**src/rtl/cpu_pkg.sv**
```systemverilog
// Shared CPU front-end types: data width, fetch FSM state encoding and the
// buffered fetch entry layout.
package cpu_pkg;

    localparam int XLEN = 32;

    typedef enum logic [1:0] {
        BOOT    = 2'd0,
        RUN     = 2'd1,
        DISCARD = 2'd2
    } fq_state_e;

    typedef struct packed {
        logic [XLEN-1:0] pc;
        logic [XLEN-1:0] inst;
    } fetch_entry_t;

    // Clears the byte-offset bits so every fetch address is word aligned.
    function automatic logic [XLEN-1:0] word_align(input logic [XLEN-1:0] addr);
        return addr & ~XLEN'(3);
    endfunction

endpackage

```
**src/rtl/fetch_fifo.sv**
```systemverilog
// Instruction buffer storage: circular FIFO of fetch entries with flush,
// occupancy count and full/empty flags. Head is zero whenever empty.
module fetch_fifo
    import cpu_pkg::*;
#(
    parameter int DEPTH = 4
) (
    input  logic                     clk,
    input  logic                     reset,
    input  logic                     push,
    input  fetch_entry_t             push_data,
    input  logic                     pop,
    input  logic                     flush,
    output fetch_entry_t             head,
    output logic [$clog2(DEPTH):0]   count,
    output logic                     full,
    output logic                     empty
);

    localparam int AW = $clog2(DEPTH);
    localparam int CW = AW + 1;

    fetch_entry_t  mem [DEPTH];
    logic [AW-1:0] rd_ptr;
    logic [AW-1:0] wr_ptr;
    logic [CW-1:0] count_q;
    logic          do_push;
    logic          do_pop;

    assign full  = (count_q == CW'(DEPTH));
    assign empty = (count_q == '0);
    assign count = count_q;

    // A push into a full buffer is legal only when the head leaves the same cycle.
    assign do_push = push && (!full || pop) && !flush;
    assign do_pop  = pop && !empty && !flush;

    assign head = empty ? '0 : mem[rd_ptr];

    always_ff @(posedge clk or negedge reset) begin
        if (!reset) begin
            rd_ptr  <= '0;
            wr_ptr  <= '0;
            count_q <= '0;
        end else if (flush) begin
            rd_ptr  <= '0;
            wr_ptr  <= '0;
            count_q <= '0;
        end else begin
            if (do_push) begin
                wr_ptr <= wr_ptr + AW'(1);
            end
            if (do_pop) begin
                rd_ptr <= rd_ptr + AW'(1);
            end
            case ({do_push, do_pop})
                2'b10:   count_q <= count_q + CW'(1);
                2'b01:   count_q <= count_q - CW'(1);
                default: count_q <= count_q;
            endcase
        end
    end

    always_ff @(posedge clk) begin
        if (do_push) begin
            mem[wr_ptr] <= push_data;
        end
    end

endmodule

```
**src/rtl/fetch_queue.sv**
```systemverilog
// Instruction fetch front end: issues word fetches under a credit limit, buffers
// responses for the decoder and restarts on redirect. Optional macro
// FETCH_QUEUE_ALIGN_CHECK_EN enables the sticky misaligned-redirect flag.
module fetch_queue
    import cpu_pkg::*;
#(
    parameter int              DEPTH    = 4,
    parameter logic [XLEN-1:0] RESET_PC = 32'h0000_0000
) (
    input  logic            clk,
    input  logic            reset,
    output logic            imem_req,
    output logic [XLEN-1:0] imem_addr,
    input  logic            imem_rvalid,
    input  logic [XLEN-1:0] imem_rdata,
    input  logic            redirect,
    input  logic [XLEN-1:0] redirect_pc,
    output logic            inst_valid,
    input  logic            inst_ready,
    output logic [XLEN-1:0] inst,
    output logic [XLEN-1:0] inst_pc,
    output logic            misalign_err,
    output fq_state_e       dbg_state
);

    localparam int          CW      = $clog2(DEPTH) + 1;
    localparam logic [CW:0] DEPTH_L = (CW + 1)'(DEPTH);

    fq_state_e       state;
    fq_state_e       state_next;
    logic [XLEN-1:0] fetch_pc;
    logic [XLEN-1:0] req_pc_q;
    logic            outstanding;
    logic [CW-1:0]   occupancy;
    logic            fifo_full;
    logic            fifo_empty;
    fetch_entry_t    head;
    fetch_entry_t    push_entry;
    logic            credit_ok;
    logic            issue;
    logic            push;
    logic            pop;
    logic [XLEN-1:0] target;

    assign target = word_align(redirect_pc);

    // Buffered plus in-flight words never exceed DEPTH, so a response always has a slot.
    assign credit_ok = (({1'b0, occupancy} + {{CW{1'b0}}, outstanding}) < DEPTH_L) && !fifo_full;

    always_comb begin
        state_next = state;
        issue      = 1'b0;
        unique case (state)
            BOOT: begin
                state_next = RUN;
            end
            RUN: begin
                issue = credit_ok && !redirect;
                // A request sent before the redirect may still be answered.
                if (redirect && outstanding) begin
                    state_next = DISCARD;
                end
            end
            DISCARD: begin
                issue      = credit_ok && !redirect;
                state_next = RUN;
            end
            default: begin
                state_next = BOOT;
            end
        endcase
    end

    always_ff @(posedge clk or negedge reset) begin
        if (!reset) begin
            state       <= BOOT;
            fetch_pc    <= RESET_PC;
            req_pc_q    <= '0;
            outstanding <= 1'b0;
        end else begin
            state       <= state_next;
            outstanding <= issue;
            if (issue) begin
                req_pc_q <= fetch_pc;
            end
            if (redirect) begin
                fetch_pc <= target;
            end else if (issue) begin
                fetch_pc <= fetch_pc + 32'd4;
            end
        end
    end

    assign imem_req  = issue;
    assign imem_addr = fetch_pc;
    assign dbg_state = state;

    // Decoder handshake: inst_valid means the head entry is presented and holds
    // stable until taken; the entry leaves on any cycle with inst_valid && inst_ready,
    // except a redirect cycle, which flushes the buffer instead.
    assign push = imem_rvalid && (state == RUN) && !redirect;
    assign pop  = inst_valid && inst_ready && !redirect;

    assign push_entry.pc   = req_pc_q;
    assign push_entry.inst = imem_rdata;

    fetch_fifo #(
        .DEPTH (DEPTH)
    ) u_fifo (
        .clk       (clk),
        .reset     (reset),
        .push      (push),
        .push_data (push_entry),
        .pop       (pop),
        .flush     (redirect),
        .head      (head),
        .count     (occupancy),
        .full      (fifo_full),
        .empty     (fifo_empty)
    );

    assign inst_valid = !fifo_empty;
    assign inst       = head.inst;
    assign inst_pc    = head.pc;

`ifdef FETCH_QUEUE_ALIGN_CHECK_EN
    always_ff @(posedge clk or negedge reset) begin
        if (!reset) begin
            misalign_err <= 1'b0;
        end else if (redirect && (redirect_pc[1:0] != 2'b00)) begin
            misalign_err <= 1'b1;
        end
    end
`else
    assign misalign_err = 1'b0;
`endif

endmodule
```
**config.mk**
```make
export PLATFORM = sky130hd
export DESIGN_NAME = fetch_queue
export DESIGN_NICKNAME = d
export VERILOG_FILES = /design/src/rtl/cpu_pkg.sv /design/src/rtl/fetch_fifo.sv /design/src/rtl/fetch_queue.sv
export SDC_FILE = /design/constraint.sdc
export NUM_CORES = 1
export LEC_CHECK = 0
export CAP_MARGIN = 20
export CORE_MARGIN = 2
export CORE_UTILIZATION = 56
export CTS_CLUSTER_SIZE = 12
export DETAILED_ROUTE_END_ITERATION = 8
export PLACE_DENSITY = 0.89
export SYNTH_ARGS = -nofsm -noshare
export SYNTH_HDL_FRONTEND = slang
export SYNTH_SLANG_ARGS = --single-unit
```
**constraint.sdc**
```tcl
create_clock -name clk -period 7.4 [get_ports clk]
set_clock_uncertainty 0.15 [all_clocks]
set_input_delay 1.48 -clock clk [delete_from_list [all_inputs] [get_ports clk]]
set_output_delay 1.48 -clock clk [all_outputs]
set_load 0.1 [all_outputs]
```
==> run metrics, run 1 <==
status=completed; vias post-DR=7482; Root Driver=clkbuf_16; Post-DRT Antenna Nets=0; number of placed I/O pins=170; die width=156 microns; H-tree level count=2; chip height=156 microns; Area growth syn-to-layout=22.4%; ys flop type=edfxtp_1; clock sink count=318; Synth cell types=57; FF+latch count, synth=318; core region area=0.0226 sq mm; Fill cells=1460; Fin Hold WS=366 ps; Vias/cell=5.91; Final WS setup=1980 ps; initial core utilization=57.1%; pre-CTS WS=2410 ps; First DRT Iteration DRCs=553; reported max-cap violation count=0; worst skew pair latency=500 ps; final estimated routing congestion in global placement=0.828; Ant. Diodes=0; final setup vio count=0; kind of start point of the critical path=register; largest net degree at the start of global routing=71; Total Wirelength=26700 microns; required time worst endpoint=5770 ps; vias in the first global route=7707; crit-path max FO=48; Max clock buf depth=3; Critical Path End Type=primary output; Fin. Hold Viols=0; most frequent cells in the layout=248 x edfxtp_1, 160 x clkdlybuf4s50_1, 125 x nand2_1; hold bufs inserted after CTS=0; Clock Pin Slew Worst Setup and Hold Paths=60 ps; global-route wire length before repair=41900 microns; WL/cell=21.0 microns; register area share after synthesis=71.2%; RSZ-0062 raised after global routing=false; Tmin final=5420 ps; total CTS buffers=34; commonest non-fill, non-tap cell in the layout=edfxtp_1; gr usage total=22.5%; syn_area_per_cell=16.2 sq um; initial antenna violation count=0; Rel. slew slack=22.7%; asr flop ratio synth=22.0%; Post-CTS Setup Bufs=0; Worst-Margin Slew=1150 ps; fin crit share=73.2%; Synth Instances=797; die area=0.0243 sq mm; CTS tree=done; DRC=0; DP HPWL=15500 microns; Achievable Freq=0.185 GHz; Mapped Area=0.0129 sq mm; PostCTS Resize Cnt=0; WP data arrival=3790 ps; GRT overflow=0; # nets final=1038; number of flops mapped to enable cells by yosys=248; critical path class=register to primary output; type of the worst min-delay path=register to register; total negative slack=0 ps; Synth warnings=0; share of layout cells above drive strength 1=12.9%; DR pass1 iterations=5; Rows=55; final slew viol count=0; Port Buffers=162
cells in the mapped netlist (all sizes together) (4+ instances only):
library cell	count	area, sq um
a221o	6	60.1
clkbuf	23	86.3
o21ai	16	80.1
a31oi	6	37.5
mux4	62	1400
a21oi	6	30.0
nand4	8	71.3
edfxtp	248	7450
or3	5	31.3
dfrtp	70	1750
buf	22	135
o311ai	8	70.1
nand2	125	469
nor3	7	46.3
and3	6	37.5
nand3	24	125
mux2i	4	40.0
and2	68	428
o211ai	10	75.1
ha	9	113
nor2	21	81.3
inv	10	37.5
logic make-up after synthesis:
logic type                 count (synthesis)  synth area share, %
buffers and inverters                     55                 2.00
adders and majority gates                 10                 1.03
muxes                                     67                 11.2
DFF                                      318                 71.2
AOI/OAI and AO/OA                         66                 3.59
xor gates and xnor gates                   4                0.271
other                                      1               0.0290
and+or+nand+nor                          276                 10.7
worst paths after layout:
kind / start / to / depth (start not counted) / slack, ps
worst min-delay path: req_pc_q[16]$_DFFE_PN0P_ / u_fifo.mem[3][48]$_DFFE_PP_ / 0 / 370
max in group asynchronous: reset / u_fifo.rd_ptr[1]$_DFFE_PN0P_ / 1 / 5460
worst max register to register: u_fifo.count[0]$_DFFE_PN0P_ / u_fifo.count[2]$_DFFE_PN0P_ / 9 / 3880
worst min register to register: req_pc_q[16]$_DFFE_PN0P_ / u_fifo.mem[3][48]$_DFFE_PP_ / 0 / 370
min in group asynchronous: reset / req_pc_q[13]$_DFFE_PN0P_ / 1 / 960
worst max-delay path: u_fifo.rd_ptr[0]$_DFFE_PN0P_ / inst[14] / 4 / 1980
metrics by stage:
| stage | utilization [%] | cell area, sq um | instances |
|---|---|---|---|
| 2_1_floorplan | - | 12900 | 801 |
| 3_3_place_gp | 65.2 | 14800 | 1208 |
| 3_5_place_dp | 65.2 | 14800 | 1208 |
| 4_1_cts | 69.9 | 15800 | 1267 |
| 5_1_grt | 69.9 | 15800 | 1267 |
| 6_report | 69.9 | 15800 | 1267 |
state kept, by name, summed over array words and instances, names as in the netlist:
signal / cells
outstanding: 1
req_pc_q: 30
u_fifo.mem: 248
dbg_state: 2
imem_addr: 30
u_fifo.wr_ptr: 2
u_fifo.count: 3
u_fifo.rd_ptr: 2
area by class of cell:
type,instances,area [sq um],area share (%)
Sequential cell,318,9210,58.2
Multi-Input combinational cell,428,3500,22.1
Timing Repair Buffer,167,1670,10.5
Clock buffer,52,982,6.21
Tap cell,285,357,2.25
Clock inverter,7,80.1,0.506
Inverter,10,37.5,0.237
layer usage:
metal	vias up	global-route usage, %	share of wire, %
li1	3354	-	-
met1	3738	30.4	41
met2	345	37.9	50
met3	45	4.81	7.6
met4	0	5.90	1.5
met5	-	0	0
critical path: stages (launching register included):
cell	delay [ps]
dfrtp_4	1080
buf_4	480
mux4_2	570
and2_1	170
clkdlybuf4s50_1	960
Power of run 1 is left out: the tool's default activity adds up to more than one toggle a clock period on the data nets, which glitch-free logic cannot reach.
==> run 2, diff against run 1 <==
- CORE_UTILIZATION: 56 -> 50
- PLACE_DENSITY: 0.89 -> 0.84
- clock period: 7.4 -> 4.45 ns (I/O delays scaled with it)
==> run 2 against run 1 <==
  * Final cell count increased by 4.7%
  * Largest cell class unchanged
  * Utilization is 7.2 points lower
  * First-iteration DRC count up 5.8%
  * Sequential share of layout area did not move
==> run metrics, run 2 (synthesized netlist as in run 1, its figures left out) <==
GRT overflow=0 (unchanged); switching pwr=5480 uW; Tmin final=3750 ps; cell area after layout=0.0158 sq mm (unchanged); Area growth syn-to-layout=22.4% (unchanged); sequential power share=34.6%; die width=165 microns (+5.7%); vias post-DR=7470 (-0.16%); placed insts=1268 (+5.0%); Non-Filler Instances=1326 (+4.7%); Max clock buf depth=3 (unchanged); chip height=165 microns (+5.7%); gr usage total=21.0% (-1.5 points); H-tree level count=2 (unchanged); Root Driver=clkbuf_16; Port Buffers=162 (unchanged); switching part of the total=45.7%; Leakage=0.00574 uW; Final WS setup=696 ps (-1280 ps); number of placed I/O pins=170 (unchanged); type of the worst min-delay path=input port to asynchronous set/reset pin; hold bufs inserted after CTS=0 (unchanged); combinational share of power=44.6%; Achievable Freq=0.266 GHz; R2R depth=8 (-1); global-route wire length before repair=42800 microns (+2.3%); Rows=58 (+5.5%); commonest non-fill, non-tap cell in the layout=edfxtp_1; Rel. slew slack=31.2% (+8.5 points); vias in the first global route=7719 (+0.16%); final estimated routing congestion in global placement=0.862 (+4.1%); Post-CTS Setup Bufs=0 (unchanged); Critical Path End Type=primary output; max reg flops=248 (unchanged); peak supply drop=720 uV; kind of start point of the critical path=register; critical path's largest stage delay=1050 ps (-30 ps); worst skew pair latency=510 ps (about the same); # nets final=1054 (+1.5%); cell area after placement=0.0149 sq mm (+0.60%); CTS tree=done; total negative slack=0 ps (unchanged); initial core utilization=51.2% (-5.9 points); Total Wirelength=27700 microns (+3.9%); status=completed; most frequent cells in the layout=248 x edfxtp_1, 125 x nand2_1, 98 x clkdlybuf4s50_1; RSZ-0062 raised after global routing=false; core region area=0.0253 sq mm (+12%); DR pass1 iterations=5 (unchanged); pre-CTS WS=880 ps (-1530 ps); die area=0.0272 sq mm (+12%); Post-DRT Antenna Nets=0 (unchanged); PostCTS Resize Cnt=0 (unchanged); initial antenna violation count=0 (unchanged); Fin. Hold Viols=0 (unchanged); Worst-Margin Slew=1030 ps (-126 ps); Internal=6530 uW; critical path class=register to primary output; DP HPWL=17100 microns (+10%); clock sink count=318 (unchanged); total CTS buffers=34 (unchanged); Ant. Diodes=0 (unchanged); Pwr Density=759 mW/mm^2; final setup vio count=0 (unchanged); reported max-cap violation count=0 (unchanged); Most flops, register=u_fifo.mem; fin crit share=84.4%; Fill cells=1833 (+26%); share of layout cells above drive strength 1=20.4% (+7.4 points); WP data arrival=2710 ps (-1080 ps); final slew viol count=0 (unchanged); Vias/cell=5.63 (-4.6%); DRC=0 (unchanged); crit path cell chain=or3_2 -> clkdlybuf4s50_1; Clock Pin Slew Worst Setup and Hold Paths=60 ps (about the same); largest net degree at the start of global routing=71 (unchanged); WL/cell=20.9 microns (-0.68%); crit-path max FO=17 (-65%); Clk pwr share=20.8%; First DRT Iteration DRCs=585 (+5.8%); slowest CP cell=clkdlybuf4s50_1; required time worst endpoint=3410 ps (-2360 ps)
run 2: cell types whose count changed in the layout (fill, tap and decap cells not counted):
cell / change
clkbuf_16: -2
buf_12: +6
buf_4: +72
bufinv_16: -2
inv_6: +1
clkinv_2: +1
clkdlybuf4s50_1: -62
run 2: critical path: cells and delay by family (launching register included):
kind / cells / cell delay [ps]
buf+inv: 1 / 1050
simple gates: 1 / 710
flops: 1 / 450
run 2: worst paths after layout:
check / startpoint / endpoint / slack [ps]
min in group clk: req_pc_q[31]$_DFFE_PN0P_ / u_fifo.mem[3][63]$_DFFE_PP_ / 360
max in group asynchronous: reset / u_fifo.rd_ptr[0]$_DFFE_PN0P_ / 3090
worst max-delay path: u_fifo.count[0]$_DFFE_PN0P_ / inst_valid / 700
worst min register to register: req_pc_q[31]$_DFFE_PN0P_ / u_fifo.mem[3][63]$_DFFE_PP_ / 360
worst min-delay path: reset / req_pc_q[20]$_DFFE_PN0P_ / 340
worst max register to register: u_fifo.count[0]$_DFFE_PN0P_ / u_fifo.count[2]$_DFFE_PN0P_ / 1330
run 2: per-layer routing:
metal	track usage (%)	share of wire, %
met1	27.9	41
met4	6.60	2.1
met5	0	0
met2	35.3	50
met3	4.22	7.7
run 2: cell type report:
class	count	area, sq um	area share (%)
inverter	10	37.5	0.237
timing repair buffer	183	1710	10.8
clock buffer	50	932	5.89
sequential	318	9210	58.2
clock inverter	7	33.8	0.213
tap	330	413	2.61
multi-input combinational	428	3500	22.1
run 2: power by group through the flow:
| stage | combinational (uW) | sequential (uW) | clock, uW |
|---|---|---|---|
| finish | 5360 | 4160 | 2500 |
| floorplan | 3710 | 4580 | 0 |
| global route | 5600 | 4230 | 2660 |
| detailed placement | 5380 | 4220 | 0 |
| global placement | 5330 | 4180 | 0 |
| CTS | 5400 | 4160 | 2550 |
run 2: stage by stage:
| stage | power (uW) | hold WS, ps | util, % |
|---|---|---|---|
| 5_1_grt | 12500 | 397 | 62.7 |
| 4_1_cts | 12100 | 373 | 62.6 |
| 6_report | 12000 | 338 | 62.7 |
| 2_1_floorplan | 8300 | 326 | - |
| 3_5_place_dp | 9600 | 360 | 58.8 |
| 3_3_place_gp | 9510 | 341 | 58.8 |
Note: power is estimated with default switching activity, not from simulation.
==> run 3, diff against run 2 <==
- CORE_UTILIZATION: 50 -> 55
- PLACE_DENSITY: 0.84 -> 0.88
- clock period: 4.45 -> 3.9 ns (I/O delays scaled with it)
==> run 3 against run 2 <==
  * Utilization up 5.1 points
  * Sequential share of layout area grew 0.20 points
  * Setup slack worse by 370 ps
  * Die area fell by 8.9%
  * Highest routed layer unchanged
==> run metrics, run 3 (synthesized netlist as in run 1, its figures left out) <==
First DRT Iteration DRCs=537 (-8.2%); Area growth syn-to-layout=22.0%; DP HPWL=16800 microns (-1.8%); Post-CTS Setup Bufs=0 (unchanged); Clock Pin Slew Worst Setup and Hold Paths=60 ps (about the same); Port Buffers=162 (unchanged); pre-CTS WS=543 ps (-337 ps); H-tree level count=1 (-1); chip height=157 microns (-4.5%); slowest CP cell=dfrtp_4; final estimated routing congestion in global placement=0.848 (-1.5%); Ant. Diodes=0 (unchanged); critical path's largest stage delay=810 ps (-240 ps); final setup vio count=0 (unchanged); status=completed; type of the worst min-delay path=input port to asynchronous set/reset pin; WP data arrival=2650 ps (-60 ps); crit-path max FO=26 (+9); total CTS buffers=31 (-8.8%); final slew viol count=0 (unchanged); DRC=0 (unchanged); required time worst endpoint=2970 ps (-440 ps); Final WS setup=325 ps (-371 ps); fin util=67.8% (+5.1 points); kind of start point of the critical path=register; PostCTS Resize Cnt=0 (unchanged); die width=157 microns (-4.5%); Post-DRT Antenna Nets=0 (unchanged); most frequent cells in the layout=248 x edfxtp_1, 125 x nand2_1, 94 x clkdlybuf4s50_1; critical path class=register to primary output; gr usage total=21.8% (+0.72 points); number of placed I/O pins=170 (unchanged); commonest non-fill, non-tap cell in the layout=edfxtp_1; Tmin final=3580 ps; Critical Path End Type=primary output; WL/cell=20.3 microns (-3.1%); global-route wire length before repair=41400 microns (-3.3%); Most flops, register=u_fifo.mem; # nets final=1053 (-0.095%); initial core utilization=55.6% (+4.4 points); Worst-Margin Slew=1030 ps (+3.08 ps); fin crit share=91.7%; total negative slack=0 ps (unchanged); Root Driver=clkbuf_16; die area=0.0247 sq mm (-8.9%); Fin Hold WS=195 ps (-143 ps); crit-path most repeated cell=buf_4; core region area=0.0233 sq mm (-7.9%); largest net degree at the start of global routing=71 (unchanged); hold bufs inserted after CTS=0 (unchanged); reported max-cap violation count=0 (unchanged); Fin. Hold Viols=0 (unchanged); DR pass1 iterations=5 (unchanged); initial antenna violation count=0 (unchanged); share of layout cells above drive strength 1=20.6% (+0.24 points); Total Wirelength=26700 microns (-3.7%); R2R depth=8 (unchanged); worst skew pair latency=550 ps (+40 ps); RSZ-0062 raised after global routing=false; Max clock buf depth=3 (unchanged); crit path cell chain=buf_4 -> mux4_2 -> and2_1 -> buf_4; Rel. slew slack=31.0% (-0.21 points); Vias/cell=5.77 (+2.5%); vias in the first global route=7713 (-0.078%); Rows=56 (-3.4%); vias post-DR=7607 (+1.8%); CTS tree=done; clock sink count=318 (unchanged); Achievable Freq=0.280 GHz; GRT overflow=0 (unchanged); max reg flops=248 (unchanged)
==> run 3: cell types whose count changed in the layout (fill, tap and decap cells not counted), sizes merged <==
| cell | before | now |
|---|---|---|
| buf | 85 | 91 |
| clkbuf | 50 | 54 |
| clkdlybuf4s50 | 98 | 94 |
| clkinv | 6 | 3 |
==> run 3: worst paths after layout <==
path,start,end,slack [ps]
max,u_fifo.rd_ptr[0]$_DFFE_PN0P_,inst_pc[24],320
min reg2reg,req_pc_q[4]$_DFFE_PN0P_,u_fifo.mem[0][36]$_DFFE_PP_,370
min in group clk,req_pc_q[4]$_DFFE_PN0P_,u_fifo.mem[0][36]$_DFFE_PP_,370
max in group asynchronous,reset,u_fifo.rd_ptr[1]$_DFFE_PN0P_,2720
min,reset,imem_addr[16]$_DFFE_PN0N_,190
max reg2reg,u_fifo.count[0]$_DFFE_PN0P_,u_fifo.count[2]$_DFFE_PN0P_,740
==> run 3: critical path: cells and delay by family, from the launching register on <==
kind	cells	cell delay, ps
multiplexers	1	530
buffers and inverters	2	570
flip-flops	1	810
AND/OR/NAND/NOR	1	170
==> run 3: layout make-up <==
type / count / area, sq um
flip-flops and latches: 318 / 9210
multi-input cells: 428 / 3500
repair buffers: 185 / 1740
fillers: 1624 / 7490
clock inverters: 4 / 22.5
clock buffers: 54 / 872
well taps: 319 / 399
inverters: 10 / 37.5
==> run 3: stage by stage <==
stage,instances,instance area (sq um)
2_1_floorplan,801,12900
3_3_place_gp,1259,14900
4_1_cts,1317,15800
3_5_place_dp,1259,14900
5_1_grt,1318,15800
6_report,1318,15800
==> run 3: layer usage <==
| metal | up-vias | track usage, % | share of wire (%) | wire, microns |
|---|---|---|---|---|
| li1 | 3382 | - | - | - |
| met1 | 3842 | 30.1 | 41 | 11100 |
| met4 | 0 | 6.02 | 2.0 | 538 |
| met5 | - | 0 | 0 | 0 |
| met3 | 52 | 3.85 | 7.6 | 2020 |
| met2 | 331 | 36.1 | 49 | 13100 |
Power of run 3 is left out for the same reason.
